--- src/rtl/uart_transmitter.sv ---
// uart_transmitter: 8N1 UART transmitter with a ready/valid byte input and a
// one-entry holding register, so back-to-back bytes leave with no idle gap.
// Optional feature macro: UART_TX_PARITY_EN inserts an even-parity symbol
// between the data bits and the stop bit (11-symbol frames instead of 10).
//
// state   | meaning
// IDLE    | line high, waiting for a byte
// START   | start bit, line low
// DATA    | 8 data bits, LSB first, bit counter 0-7
// PARITY  | even parity bit (only with UART_TX_PARITY_EN)
// STOP    | stop bit, line high
module uart_transmitter #(
    parameter int CLOCK_FREQ = 125_000_000,
    parameter int BAUD_RATE  = 115_200
) (
    input  logic       clk,
    input  logic       rst_n,
    input  logic [7:0] data_in,
    input  logic       data_in_valid,
    output logic       data_in_ready,
    output logic       serial_out,
    output logic       tx_busy
);

    localparam int FPGA_OFFSET      = 5;
    localparam int SYMBOL_EDGE_TIME = CLOCK_FREQ / BAUD_RATE - FPGA_OFFSET;
    localparam int CNT_W            = $clog2(SYMBOL_EDGE_TIME);
    localparam logic [CNT_W-1:0] CNT_LAST = CNT_W'(SYMBOL_EDGE_TIME - 1);

    localparam logic [2:0] S_IDLE   = 3'd0;
    localparam logic [2:0] S_START  = 3'd1;
    localparam logic [2:0] S_DATA   = 3'd2;
`ifdef UART_TX_PARITY_EN
    localparam logic [2:0] S_PARITY = 3'd3;
`endif
    localparam logic [2:0] S_STOP   = 3'd4;

    logic             rst_meta_q, rst_sync_q;
    logic [2:0]       state_q, state_d;
    logic [CNT_W-1:0] cnt_q, cnt_d;
    logic [2:0]       bit_q, bit_d;
    logic [7:0]       shift_q, shift_d;
    logic [7:0]       hold_q, hold_d;
    logic             hold_full_q, hold_full_d;
    logic             ready_q, ready_d;
    logic             line_q, line_d;
    logic             busy_q, busy_d;
    logic             sym_edge;
    logic             accept;
    logic             direct;
`ifdef UART_TX_PARITY_EN
    logic             parity_q, parity_d;
`endif

    assign sym_edge      = (cnt_q == CNT_LAST);
    assign accept        = data_in_valid && ready_q;
    assign data_in_ready = ready_q;
    assign serial_out    = line_q;
    assign tx_busy       = busy_q;

    // Two-flop release synchroniser; assertion still acts asynchronously.
    always_ff @(posedge clk or negedge rst_n) begin
        if (!rst_n) begin
            rst_meta_q <= 1'b0;
            rst_sync_q <= 1'b0;
        end else begin
            rst_meta_q <= 1'b1;
            rst_sync_q <= rst_meta_q;
        end
    end

    // Next-state, symbol timer, shift/hold register and output decode.
    always_comb begin
        state_d     = state_q;
        cnt_d       = cnt_q;
        bit_d       = bit_q;
        shift_d     = shift_q;
        hold_d      = hold_q;
        hold_full_d = hold_full_q;
        direct      = 1'b0;
`ifdef UART_TX_PARITY_EN
        parity_d    = parity_q;
`endif
        if (rst_sync_q) begin
            if (state_q != S_IDLE) begin
                cnt_d = sym_edge ? '0 : cnt_q + 1'b1;
            end
            case (state_q)
                S_IDLE: begin
                    if (accept) begin
                        direct  = 1'b1;
                        shift_d = data_in;
                        state_d = S_START;
                        cnt_d   = '0;
`ifdef UART_TX_PARITY_EN
                        parity_d = ^data_in;
`endif
                    end
                end
                S_START: begin
                    if (sym_edge) begin
                        state_d = S_DATA;
                        bit_d   = 3'd0;
                    end
                end
                S_DATA: begin
                    if (sym_edge) begin
                        shift_d = {1'b0, shift_q[7:1]};
                        bit_d   = bit_q + 3'd1;
                        if (bit_q == 3'd7) begin
`ifdef UART_TX_PARITY_EN
                            state_d = S_PARITY;
`else
                            state_d = S_STOP;
`endif
                        end
                    end
                end
`ifdef UART_TX_PARITY_EN
                S_PARITY: begin
                    if (sym_edge) state_d = S_STOP;
                end
`endif
                S_STOP: begin
                    if (sym_edge) begin
                        if (hold_full_q) begin
                            shift_d     = hold_q;
                            hold_full_d = 1'b0;
                            state_d     = S_START;
`ifdef UART_TX_PARITY_EN
                            parity_d    = ^hold_q;
`endif
                        end else if (accept) begin
                            // A byte arriving on the final edge goes straight out.
                            direct  = 1'b1;
                            shift_d = data_in;
                            state_d = S_START;
`ifdef UART_TX_PARITY_EN
                            parity_d = ^data_in;
`endif
                        end else begin
                            state_d = S_IDLE;
                        end
                    end
                end
                default: state_d = S_IDLE;
            endcase
            if (accept && !direct) begin
                hold_d      = data_in;
                hold_full_d = 1'b1;
            end
        end
        ready_d = !hold_full_d;
        busy_d  = (state_q != S_IDLE);
        case (state_q)
            S_START:  line_d = 1'b0;
            S_DATA:   line_d = shift_q[0];
`ifdef UART_TX_PARITY_EN
            S_PARITY: line_d = parity_q;
`endif
            default:  line_d = 1'b1;
        endcase
    end

    // State and datapath registers.
    always_ff @(posedge clk or negedge rst_n) begin
        if (!rst_n) begin
            state_q     <= S_IDLE;
            cnt_q       <= '0;
            bit_q       <= 3'd0;
            shift_q     <= 8'h00;
            hold_q      <= 8'h00;
            hold_full_q <= 1'b0;
            ready_q     <= 1'b1;
            line_q      <= 1'b1;
            busy_q      <= 1'b0;
`ifdef UART_TX_PARITY_EN
            parity_q    <= 1'b0;
`endif
        end else begin
            state_q     <= state_d;
            cnt_q       <= cnt_d;
            bit_q       <= bit_d;
            shift_q     <= shift_d;
            hold_q      <= hold_d;
            hold_full_q <= hold_full_d;
            ready_q     <= ready_d;
            line_q      <= line_d;
            busy_q      <= busy_d;
`ifdef UART_TX_PARITY_EN
            parity_q    <= parity_d;
`endif
        end
    end

endmodule

--- config.mk ---
export PLATFORM = sky130hd
export DESIGN_NAME = uart_transmitter
export DESIGN_NICKNAME = d
export VERILOG_FILES = /design/src/rtl/uart_transmitter.sv
export SDC_FILE = /design/constraint.sdc
export NUM_CORES = 1
export LEC_CHECK = 0
export CELL_PAD_IN_SITES_DETAIL_PLACEMENT = 1
export CELL_PAD_IN_SITES_GLOBAL_PLACEMENT = 1
export CORE_ASPECT_RATIO = 0.9
export CORE_MARGIN = 4
export CORE_UTILIZATION = 47
export DETAILED_ROUTE_END_ITERATION = 6
export PLACE_DENSITY_LB_ADDON = 0.1
export SKIP_CTS_REPAIR_TIMING = 1
export SLEW_MARGIN = 20
export SYNTH_ARGS = -nofsm -noshare
export SYNTH_HDL_FRONTEND = slang
export SYNTH_SLANG_ARGS = --single-unit
export TNS_END_PERCENT = 50
--- constraint.sdc ---
create_clock -name clk -period 2.65 [get_ports clk]
set_input_delay 0.53 -clock clk [delete_from_list [all_inputs] [get_ports clk]]
set_output_delay 0.53 -clock clk [all_outputs]
set_load 0.005 [all_outputs]
======== Yosys cells after proc, flatten, opt, wreduce, memory -nomap -nowiden ========
Cells that the tools add are included.
storage, ports and cells
  bits in registers ....................... 39
  bits of input ports ..................... 11
  output and inout port bits .............. 3
  word-level logic and storage cells ...... 65
cells by class
  add/sub/neg operators ................... 2
  equality and inequality tests ........... 10
  mux-type cells .......................... 30
  reduce and logical (&&, ||, !) cells .... 12
operator list
  cell                                                 number
  2-to-1 mux 11 bit                                    4
  2-to-1 mux 8 bit                                     4
  one-hot mux 8 bit (3 select lines)                   1
  2-to-1 mux 3 bit                                     7
  one-hot mux 3 bit (4 select lines)                   1
  adder 11 x 1 -> 11 bit, second input constant        1
  equality test 11 bit, second input constant          1
  2-to-1 mux 1 bit                                     10
  != test 2 bit, second input constant                 5
  AND reduction 4 bit                                  2
  equality test 3 bit, second input constant           2
  one-hot mux 3 bit (2 select lines)                   1
  AND reduction 6 bit                                  1
  nonzero test 3 bit                                   2
  one-hot mux 1 bit (2 select lines)                   2
  adder 3 x 1 -> 3 bit, second input constant          1
  equality test 3 x 1 -> 1 bit, second input constant  1
  equality test 3 x 2 -> 1 bit, second input constant  1
  logical NOT 3 bit                                    1
  logical AND 1 bit                                    2
  logical NOT 1 bit                                    2
  AND reduction 2 bit                                  1
  nonzero test 2 bit                                   1

======== Depth between registers and ports, before layout ========
Gate-level depths: netlist of run 1.
  depth after elaboration ................. 11
  gate-level depth with buffers ........... 7

======== Worst setup path after synthesis of run 1 ========
Ideal clock, no wire load.
  kind .................................... reg2reg
  from .................................... reg cnt_q[0]
  to ...................................... reg hold_q[0]
  library setup time ...................... 0.125 ns
  arrival ................................. 1.781 ns
  setup slack ............................. 0.744 ns
  stages on the path, launching flop included .. 8
  path buffers ............................ 2
  cells stage by stage .................... dfrtp_1 ha_1 and3_4 and3_1 buf_6 a211o_1 buf_6 mux2_4
between the ends
  word-level cells in the longest chain between the ends .. 7
ends and longest elaborated chain
  element                             line  source
  from (decl)                         40    logic [CNT_W-1:0] cnt_q, cnt_d;
  from (signal assigned)              182   cnt_q <= cnt_d;
  equality test 11 bit                55    assign sym_edge = (cnt_q == CNT_LAST);
  2-to-1 mux 1 bit                    125   if (sym_edge) begin
  one-hot mux 1 bit (2 select lines)  88    case (state_q)
  2-to-1 mux 1 bit                    84    if (rst_sync_q) begin
  logical NOT 1 bit                   148   if (accept && !direct) begin
  logical AND 1 bit                   148
  AND reduction 2 bit (no line)       -
  to (signal assigned)                185   hold_q <= hold_d;
  to (decl)                           43    logic [7:0] hold_q, hold_d;
No other way between the ends. The select of a mux whose other input is x is not followed.
A chain may end at the register's enable or synchronous reset.

======== Worst setup path in the final report of run 1 ========
  from .................................... reg cnt_q[6]
  to ...................................... reg hold_q[2]
The elaborated chain is that of the path after synthesis.

==> flow_metrics.tcl, run 1 <==
set metrics [dict create \
    skew_ns 0.00485 \
    antenna_found_initial 0 \
    synth-xor-area-share 0.00429 \
    fp.dieH_um 70.6 \
    path_clk_slew_ns 0.07 \
    leakagePower_nw 1.04 \
    post-route-util 0.551 \
    hold_viol 0 \
    nNetsFinal 207 \
    ios 14 \
    fin_setup_tns_ns 0 \
    die_x_um 77.5 \
    dp_hpwl_um 3420 \
    synth-seq-cells 39 \
    async_reset_ff_frac 1.00 \
    grt_pass1_wl_um 8510 \
    final_common_cell "dfrtp_1" \
    numCtsBuffers 5 \
    cts_htree_levels 2 \
    drtIter0Drc 68 \
    maxSlewHeadroom 0.428 \
    finalSetupViolCount 0 \
    antenna_left 0 \
    power.density_mw_per_mm2 623 \
    r2r_setup_slack_ns 0.47 \
    syn_nets 193 \
    peakVddDrop_uv 332 \
    viasPerCell 6.39 \
    portBuffers 13 \
    seq_area_frac_synth 0.479 \
    syn_area_per_cell_sq_um 11.4 \
    power.total_mw 1.42 \
    overflow 0 \
    yosys-mux-area-fraction 0.0692 \
    timing.rr.start "cnt_q[6]" \
    root_buffer "clkbuf_8" \
    crit_arrival_ns 2.37 \
    final_cell_mix "dfrtp_1 (37), a22o_1 (21), clkdlybuf4s50_1 (12)" \
    worstSetupStartpointType "flop" \
    cp-end-kind "flop" \
    clkSinkCount 39 \
    finish.instance_area_sq_mm 0.00227 \
    wl_per_cell_um 20.2 \
    synth_top_family_by_area "compound AO/OA/AOI/OAI gates" \
    grt_setup_unrepaired "false" \
    first_global_vias 1666 \
    synthCells 179 \
    timing.hold.ws_ns 0.344 \
    core_sq_mm 0.00413 \
    r2r-end "hold_q[2]" \
    antennaDiodeCount 0 \
    gp_congestion 0.829 \
    finalCriticalPeriod_ns 2.18 \
    synth_simple_gate_area_frac 0.132 \
    clock_latency_ns 0.29 \
    grt_max_degree 40 \
    synth_compound_gate_area_share 0.254 \
    n_fill_cell 456 \
    cap_viol_max_count 0 \
    firstDrtPassIters 4 \
    synthAdderAreaFrac 0.0184 \
    dpl_cell_area_sq_mm 0.00219 \
    drv_slew 0 \
    start_util 0.495 \
    vias 1541 \
    drc 0 \
    min_path_type "primary input to async pin" \
    grtUsageTotal 0.197 \
    synth_ff_type "dfrtp_1" \
    criticalPathCategory "flop to flop" \
    cp.required_ns 2.83 \
    cts_tree "built" \
    synth-edff-count 0 \
    tightest_slew_ns 0.859 \
    outcome "complete, no violations" \
    rows 22 \
    clock_path_buffers 2 \
    ys_types 47 \
    routed_wl_um 4880 \
    r2r_cells 4 \
    ys_warn_count 0 \
    synth_area_sq_mm 0.00204 \
    die-area_sq_mm 0.00547 \
    finalCritPeriodShare 0.824 \
    drive_above_1_share 0.166 \
    area_delta_synth_final_pct 11.3 \
    fmax_mhz 458 \
    crit_fanout 8 \
]
[worst max-delay path by stage]
| stage | startpoint | endpoint | cells past startpoint |
|---|---|---|---|
| floorplan | cnt_q[0] | hold_q[0] | 7 |
| global placement | cnt_q[6] | hold_q[7] | 4 |
| detailed placement | cnt_q[6] | hold_q[4] | 4 |
| CTS | cnt_q[6] | hold_q[1] | 4 |
| global route | cnt_q[6] | hold_q[7] | 4 |
| finish | cnt_q[6] | hold_q[2] | 4 |
[flip-flops by register name, indices dropped and copies added, names as in the netlist, named ones only]
signal and cells:
cnt_q 11, hold_q 8, shift_q 8, bit_q 3
state_q 3, data_in_ready 1, rst_meta_q 1, rst_sync_q 1
serial_out 1, tx_busy 1
[layer usage]
metal | wire (um) | track usage
met5 | 0 | 0
met2 | 2330 | 0.306
met3 | 120 | 0.0394
met1 | 2350 | 0.275
met4 | 70 | 0.0751
[cell families after synthesis]
kind of cell | count (synthesis)
adders and majority gates | 3
buffers and inverters | 13
muxes | 10
AOI/OAI and AO/OA | 68
DFF | 39
and+or+nand+nor | 44
other | 1
xor gates and xnor gates | 1
[Yosys cell counts (2+ instances only)]
cell      instances  area share
dfrtp_1          37        0.45
nor4_1            3      0.0092
buf_6             4       0.022
inv_1             3      0.0055
clkbuf_1          2      0.0037
o31ai_1           2      0.0073
a41oi_1           3       0.013
nand3_1           6       0.015
o21ai_0           5       0.012
nand2_1          11       0.020
nor2_1            7       0.013
nor3b_2           2       0.012
a211o_1           2      0.0086
a31oi_1           8       0.024
a21o_1            9       0.033
dfstp_2           2       0.026
a32o_1            2      0.0098
ha_1              3       0.018
nand4_1           3      0.0092
or3_1             3      0.0092
buf_2             4      0.0098
a22o_1           21       0.090
a21oi_1           6       0.015
mux2_4            8       0.059
[power breakdown]
part           internal (mW)  switching, mW
Sequential             0.679         0.0983
Combinational          0.133         0.0993
Clock                  0.204          0.204
[per-stage QoR]
stage,setup WS [ns],instances
finish,0.467,241
global placement,0.557,234
detailed placement,0.499,234
CTS,0.461,241
global route,0.321,241
floorplan,0.744,179
[area by class of cell]
class,instances,area [sq um],share of cell area
Timing Repair Buffer,17,155,0.0682
Clock buffer,6,82.6,0.0363
Multi-Input combinational cell,127,981,0.431
Inverter,3,11.3,0.00495
Tap cell,48,60.1,0.0264
Sequential cell,39,978,0.430
Clock inverter,1,5.00,0.00220
[critical path: stages, from the launching register on]
cell,delay (ns)
dfrtp_1,0.47
nor4b_4,0.42
and3_1,0.37
a211o_1,0.47
mux2_4,0.34
Power figures use the tool's default switching activity.
==> run 2: changes to the inputs <==
==> constraint.sdc (replaced) <==
create_clock -name clk -period 2.1 [get_ports clk]
set_input_delay 0.42 -clock clk [delete_from_list [all_inputs] [get_ports clk]]
set_output_delay 0.42 -clock clk [all_outputs]
set_load 0.005 [all_outputs]
==> flow_metrics.tcl, run 2 (synthesized netlist as in run 1, its figures left out) <==
set metrics [dict create \
    first_global_vias 1688 \
    area_delta_synth_final_pct 14.6 \
    cap_viol_max_count 0 \
    drtIter0Drc 67 \
    dpl_cell_area_sq_mm 0.00224 \
    antenna_left 0 \
    fp.dieH_um 70.6 \
    cts_tree "built" \
    cp.required_ns 2.27 \
    finish.instance_area_sq_mm 0.00234 \
    largestRegisters "cnt_q (11), hold_q (8), shift_q (8)" \
    root_buffer "clkbuf_8" \
    hold_viol 0 \
    drc 0 \
    peakVddDrop_uv 524 \
    grt_max_degree 21 \
    grt_setup_unrepaired "false" \
    clock_path_buffers 2 \
    clkSinkCount 39 \
    criticalPathCategory "flop to flop" \
    grt_pass1_wl_um 8430 \
    clock_latency_ns 0.29 \
    portBuffers 13 \
    overflow 0 \
    die_x_um 77.5 \
    regMostFlops "cnt_q" \
    tightest_slew_ns 0.597 \
    drive_above_1_share 0.200 \
    path_clk_slew_ns 0.08 \
    numCtsBuffers 5 \
    viasPerCell 6.58 \
    firstDrtPassIters 5 \
    core_sq_mm 0.00413 \
    dp_hpwl_um 3590 \
    worstSetupStartpointType "flop" \
    skew_ns 0.00513 \
    placed_cells_incl_taps 240 \
    drv_slew 0 \
    cts_htree_levels 2 \
    die-area_sq_mm 0.00547 \
    final_common_cell "dfrtp_1" \
    gp_congestion 0.809 \
    cp-end-kind "flop" \
    ios 14 \
    layoutNonFillerInstCount 248 \
    leakagePower_nw 1.08 \
    final_cell_mix "dfrtp_1 (37), a22o_1 (21), clkdlybuf4s50_1 (12)" \
    n_fill_cell 443 \
    routed_wl_um 4920 \
    fmax_mhz 510 \
    nNetsFinal 213 \
    rows 22 \
    vias 1631 \
    maxSlewHeadroom 0.600 \
    largest_register_ffs 11 \
    antennaDiodeCount 0 \
    min_path_type "primary input to async pin" \
    power.density_mw_per_mm2 779 \
    crit_fanout 8 \
    finalSetupViolCount 0 \
    start_util 0.495 \
    wl_per_cell_um 19.8 \
    crit_arrival_ns 2.14 \
    finalCriticalPeriod_ns 1.96 \
    antenna_found_initial 0 \
    finalCritPeriodShare 0.934 \
    grtUsageTotal 0.194 \
    outcome "complete, no violations" \
]
[run 2: layout make-up]
class	instances	area, sq um	area share
sequential	39	978	0.418
timing repair buffer	23	213	0.0909
inverter	3	11.3	0.00481
clock inverter	1	5.00	0.00214
tap	48	60.1	0.0257
clock buffer	7	86.3	0.0369
multi-input combinational	127	987	0.422
[run 2: worst max-delay path, cell delays in order (launching register included)]
cell and delay [ns]:
dfrtp_1 0.42, ha_1 0.27, and3_4 0.22, and3_1 0.16, a211o_2 0.43, mux2_4 0.34
[run 2: report_power, final]
group          leakage [nW]  internal, mW  total (mW)  switching (mW)
registers             0.484         0.857       0.975           0.118
clock network        0.0482         0.265       0.524           0.259
logic                 0.547         0.187       0.325           0.139
[run 2: final timing paths]
path	cells after the start	slack (ns)	startpoint	end
max	5	0.14	cnt_q[0]	hold_q[4]
min	1	0.1	rst_n	bit_q[0]
max reg2reg	5	0.14	cnt_q[0]	hold_q[4]
min reg2reg	0	0.37	rst_meta_q	rst_sync_q
max in group asynchronous	2	1.52	rst_n	cnt_q[4]
min in group clk	0	0.37	rst_meta_q	rst_sync_q
[run 2: stage by stage]
stage	hold slack, ns	TNS (ns)	total power [mW]	util	setup WS (ns)
after global routing	0.124	0	1.93	0.567	0.0607
final	0.0959	0	1.82	0.567	0.138
after detailed placement	0.356	-0.490	1.31	0.543	-0.0869
after CTS	0.106	0	1.84	0.565	0.0485
after global placement	0.334	0	1.28	0.543	0.00310
after floorplan	0.124	0	1.17	-	0.194
[run 2: routing by layer]
metal | track usage | wire [um] | up-vias
li1 | - | - | 736
met1 | 0.271 | 2280 | 847
met2 | 0.299 | 2350 | 37
met3 | 0.0382 | 205 | 11
met4 | 0.0751 | 85 | 0
met5 | 0 | 0 | -
==> run 3: changes to the inputs <==
--- a/config.mk
+++ b/config.mk
@@ -11,6 +11,7 @@
 export CORE_MARGIN = 4
 export CORE_UTILIZATION = 47
 export DETAILED_ROUTE_END_ITERATION = 6
+export GPL_TIMING_DRIVEN = 1
 export PLACE_DENSITY_LB_ADDON = 0.1
 export SKIP_CTS_REPAIR_TIMING = 1
 export SLEW_MARGIN = 20
==> results of run 3 <==
Same layout as run 2: the final DEF is identical, and so are final timing and power.
